### src/rtl/mem_arbiter.sv
// mem_arbiter: shares one single-port synchronous memory between two requesters
module mem_arbiter #(
  parameter int ADDR_W     = 12,
  parameter int DATA_W     = 12,
  parameter int COUNT      = 4096,
  parameter int FIXED_PRIO = 0
) (
  input  logic              clk,
  input  logic              rst,
  input  logic              m0_req,
  input  logic              m0_we,
  input  logic [ADDR_W-1:0] m0_addr,
  input  logic [DATA_W-1:0] m0_wdata,
  output logic              m0_gnt,
  output logic              m0_rvalid,
  output logic [DATA_W-1:0] m0_rdata,
  output logic              m0_err,
  input  logic              m1_req,
  input  logic              m1_we,
  input  logic [ADDR_W-1:0] m1_addr,
  input  logic [DATA_W-1:0] m1_wdata,
  output logic              m1_gnt,
  output logic              m1_rvalid,
  output logic [DATA_W-1:0] m1_rdata,
  output logic              m1_err,
  output logic [ADDR_W-1:0] mem_addr,
  output logic              mem_we,
  output logic [DATA_W-1:0] mem_wdata,
  input  logic [DATA_W-1:0] mem_rdata
);
  typedef enum logic {IDLE, RESP} state_t;
  state_t state, state_nx;
  logic ptr;
  logic any, win_we, win_ok, own, own_rd, own_err, v;
  logic [ADDR_W-1:0] win_addr, last_addr;
  logic [DATA_W-1:0] win_wdata, last_wdata;
  // ptr=1 means m1 is favoured on the next contended cycle
  always_comb begin
    m0_gnt    = !rst && m0_req && (!m1_req || (FIXED_PRIO == 0 && !ptr));
    m1_gnt    = !rst && m1_req && !m0_gnt;
    any       = m0_gnt || m1_gnt;
    win_we    = m1_gnt ? m1_we : m0_we;
    win_addr  = m1_gnt ? m1_addr : m0_addr;
    win_wdata = m1_gnt ? m1_wdata : m0_wdata;
    win_ok    = 32'(win_addr) < COUNT;
    mem_addr  = any ? win_addr : last_addr;
    mem_wdata = any ? win_wdata : last_wdata;
    mem_we    = any && win_we && win_ok;
  end
  always_ff @(posedge clk) begin
    if (rst) begin
      ptr        <= 1'b0;
      last_addr  <= '0;
      last_wdata <= '0;
      own        <= 1'b0;
      own_rd     <= 1'b0;
      own_err    <= 1'b0;
    end else if (any) begin
      ptr        <= m0_gnt;
      last_addr  <= win_addr;
      last_wdata <= win_wdata;
      own        <= m1_gnt;
      own_rd     <= !win_we;
      own_err    <= !win_ok;
    end
  end
  always_ff @(posedge clk) state <= rst ? IDLE : state_nx;
  always_comb state_nx = any ? RESP : IDLE;
  // reset suppresses a response registered just before it
  always_comb begin
    v         = !rst && state == RESP;
    m0_rvalid = v && !own;
    m1_rvalid = v && own;
    m0_err    = m0_rvalid && own_err;
    m1_err    = m1_rvalid && own_err;
    m0_rdata  = (m0_rvalid && own_rd && !own_err) ? mem_rdata : '0;
    m1_rdata  = (m1_rvalid && own_rd && !own_err) ? mem_rdata : '0;
  end
endmodule
### config.mk
export PLATFORM = sky130hd
export DESIGN_NAME = mem_arbiter
export DESIGN_NICKNAME = d
export VERILOG_FILES = /design/src/rtl/mem_arbiter.sv
export SDC_FILE = /design/constraint.sdc
export NUM_CORES = 1
export LEC_CHECK = 0
export BUFFER_PORTS_ARGS = -buffer_cell sky130_fd_sc_hd__clkbuf_2
export CAP_MARGIN = 0
export CORE_ASPECT_RATIO = 0.5
export CORE_MARGIN = 3
export CORE_UTILIZATION = 49
export CTS_CLUSTER_DIAMETER = 150
export DETAILED_ROUTE_END_ITERATION = 12
export GPL_ROUTABILITY_DRIVEN = 0
export PLACE_DENSITY = 0.9
export SKIP_CTS_REPAIR_TIMING = 1
export SYNTH_ARGS = -nofsm -noshare
export SYNTH_HDL_FRONTEND = slang
export SYNTH_SLANG_ARGS = --single-unit
### constraint.sdc
create_clock -name clk -period 3.45 [get_ports clk]
set_input_delay 0.5175 -clock clk [delete_from_list [all_inputs] [get_ports clk]]
set_output_delay 0.5175 -clock clk [all_outputs]
set_load 0.02 [all_outputs]
# After elaboration in Yosys (flattened, before gate mapping)
# Index checks and enable logic that the tools add are counted.
# word_totals
ff_bits,28
word_cells,32
# classes
n_mux,8
reduce_logical,18
# ops
cell,n
$mux W12,6
$logic_and A1 B1 Y1,10
$logic_not A1 Y1,6
$logic_or A1 B1 Y1,2
$mux W1,2

# Depth between registers and ports, before layout
# logic_depth
ltp_word,7
mapped_depth,7

# Worst setup path before layout
# Ideal clock, no wire load.
# synth_timing
path_type,input -> output
startpoint,in m1_req
endpoint,out mem_addr[11]
path_buffers,2
path_stages,6
arrival_time_ps,1583
path_slack_ps,1349
cell_sequence,buf_6 > or2_4 > nand2_4 > inv_8 > buf_4 > a31oi_1
# synth_via
elab_chain_cells,7
elab_cells_between_ends,9
# synth_lines
element,line,rtl
start: declaration,18,"input logic m1_req,"
$logic_not A1 Y1,39,m0_gnt = !rst && m0_req && (!m1_req || (FIXED_PRIO == 0 && !ptr));
$logic_or A1 B1 Y1,39,
$logic_and A1 B1 Y1,39,
$logic_not A1 Y1,40,m1_gnt = !rst && m1_req && !m0_gnt;
$logic_and A1 B1 Y1,40,
$mux W12 or $logic_or A1 B1 Y1 (tied branches),"43, 41",
$mux W12 *,n/a,
end: declaration,26,"output logic [ADDR_W-1:0] mem_addr,"
# Mark *: on every way between the ends. The rest lies on a longest branch, timed or not.

# Final worst setup path
# layout_timing
startpoint,reg ptr
endpoint,out mem_addr[10]
# layout_via
elab_chain_cells,7
elab_cells_between_ends,8
# layout_lines
element,line,rtl
start: declaration,33,logic ptr;
start signal: assignment,59,ptr <= m0_gnt;
$logic_not A1 Y1 *,39,
$logic_or A1 B1 Y1 *,39,
$logic_and A1 B1 Y1 *,39,
$logic_not A1 Y1,40,
$logic_and A1 B1 Y1,40,
$mux W12 or $logic_or A1 B1 Y1 (tied branches),"43, 41",
$mux W12 *,n/a,
# Marked as above.

==> metrics.md <==
| Metric | Value |
|---|---|
| Port buffer count | `118` |
| Detailed-router iteration count before antenna repair | `6` |
| Inserted Clock Buffers | `3` |
| Clock sink count | `28` |
| Post-synth EDFFs | `0` |
| Largest net degree at the start of global routing | `about 70` |
| Worst hold path class | `input pin to flop` |
| Slew Limit Fails | `0` |
| Setup violations, final | `0` |
| Pwr dens | `between 300 and 400 nW/um2` |
| Max-slew headroom | `59.5%` |
| Final TNS setup | `0 ps` |
| 1st-iter DRT viols | `~150` |
| Drt drc | `0` |
| Fin. Hold Viols | `0` |
| P&R area growth vs syn | `20.0%` |
| Synth Cell Area | `between 2000 and 2500 um2` |
| Post-synth ARST share | `0%` |
| Die width | `a little over 100 um` |
| Root buffer cell | `clkbuf_8` |
| Gr ovfl total | `0` |
| Number of global-route vias before repair | `approximately 2300` |
| Post-synthesis cell type count | `37` |
| Layout cell share with drive strength beyond 1 | `around 56%` |
| Overall Power | `0.000901 W` |
| DP Wirelength | `about 4700 um` |
| First-pass GRT wire length | `between 10000 and 15000 um` |
| Yosys reg bits | `28` |
| H-tree lvl count | `1` |
| Post-layout min period | `roughly 2600 ps` |
| Synth Warn # | `0` |
| Die area | `approximately 5500 um2` |
| Worst clock skew | `roughly 3.4 ps` |
| TritonCTS clock tree | `done` |
| Antenna violations before repair | `0` |
| Vias per cell | `6.09` |
| Clock Latency Late Sink | `around 280 ps` |
| WL/cell | `17.6 um` |
| Ys flop type | `dfxtp_1` |
| ANT nets after route | `0` |
| FP Rows | `16` |
| Syn Area/Cell | `about 10 um2` |
| Drt total wl | `around 6600 um` |
| Final period utilization | `74.8%` |
| Max-Cap Viols | `0` |
| Die Y | `around 54 um` |
| Most common cell after layout, fill and taps aside | `clkbuf_2` |
| Crit path required time | `slightly below 3000 ps` |
| Crit path capture type | `output pin` |
| Worst-path clk slew | `90 ps` |
| Reg-to-Reg Start | `ptr` |
| Post-synthesis sequential area ratio | `24.9%` |
| N_diodes | `0` |
| Routed vias | `2282` |
| Most frequent cells in the layout | `118 x clkbuf_2, 28 x dfxtp_1, 26 x and3_1` |
| Worst slew pin tran | `around 610 ps` |
| Fmax | `about 390 MHz` |
| Core Footprint | `a little over 4000 um2` |
| Status | `finished clean` |
| Clock buffer depth | `2` |
| Worst-path fanout max | `28` |
| Worst vdd ir | `between 0.15 and 0.2 mV` |
| Crit path DAT | `about 2100 ps` |
| Setup CP Type | `flop to output pin` |
| Total GRT Usage | `between 20% and 30%` |
| Crit start category | `flop` |
| Cells after Synth | `roughly 220` |
| Hold_sp | `m1_addr[10]` |
| RSZ-0062 raised after global routing | `no` |
| IO Pins | `around 120` |
| Initial core utilization | `roughly 54%` |
| Final nets | `between 300 and 400` |
| Lkg Pwr | `between 1 and 1.5 nW` |
| Worst Setup SP | `ptr` |
[cell type report]
| cell class | instances | area [um2] |
|---|---|---|
| fill | 364 | 1450 |
| multi-input combinational | 163 | 1370 |
| timing repair buffer | 122 | 621 |
| sequential | 28 | 561 |
| tap | 54 | 67.6 |
| clock buffer | 4 | 55.1 |
| inverter | 4 | 22.5 |
[synth_stat cells, types with 2 or more instances]
cell type	instances	share of area, %
buf_2	5	1.1
clkbuf_8	9	5.5
clkbuf_1	3	0.50
and3_1	26	7.2
a21oi_1	2	0.45
a311oi_2	23	15
nor2_4	18	9.0
nor2_1	2	0.33
a31oi_1	23	6.4
buf_6	3	1.5
dfxtp_1	28	25
buf_4	5	1.7
buf_12	2	1.8
nor2_2	5	1.4
o21ai_0	23	5.1
inv_2	2	0.33
o2111ai_1	24	9.3
nor3b_1	2	0.67
[routing by layer]
| layer | track usage (%) | vias to the layer above | wire length (um) |
|---|---|---|---|
| li1 | - | 1094 | - |
| met5 | 0 | - | 0 |
| met3 | 4.53 | 4 | 366 |
| met2 | 45.6 | 92 | 3500 |
| met1 | 26.9 | 1092 | 2690 |
| met4 | 6.62 | 0 | 55 |
[worst paths after layout]
kind	cells past startpoint	to	slack, ps
min reg2reg	2	own	530
max reg2reg	4	last_wdata[5]	1760
max	5	mem_addr[10]	870
min	2	last_addr[10]	470
[flip-flops by register name, summed over array words and instances, names as in the netlist]
name        count
last_addr      12
last_wdata     12
own             1
own_rd          1
ptr             1
state           1
[metrics by stage]
step / hold slack, ps / std cells / util [%] / instance area, um2 / setup WS (ps)
after floorplan: 461 / 225 / - / 2250 / 1350
after global placement: 479 / 371 / 63.8 / 2640 / 981
after detailed placement: 487 / 371 / 63.8 / 2640 / 925
after CTS: 468 / 375 / 65.1 / 2700 / 915
after global routing: 457 / 375 / 65.1 / 2700 / 747
final: 473 / 375 / 65.1 / 2700 / 870
[power breakdown]
group	internal, W	leakage [nW]	switching, W	total, W
registers	0.000349	0.232	0.0000201	0.000369
clock network	0.000102	0.0288	0.000104	0.000207
logic	0.000119	0.959	0.000206	0.000325
total	0.000571	1.22	0.000330	0.000901
[critical path, cell delays in order, from the launching register on]
cell and delay [ps]:
dfxtp_1 310, buf_4 230, nor2b_4 480, nor2_1 190
a221o_1 400, clkbuf_2 160
[kinds of logic after synthesis]
logic type / count (synthesis) / share of synthesized area (%)
buffers and inverters: 34 / 14.2
other: 1 / 0.167
AOI/OAI and AO/OA: 102 / 39.3
and+or+nand+nor: 59 / 21.4
DFF: 28 / 24.9
No activity file was read; power rests on OpenSTA's default activity.
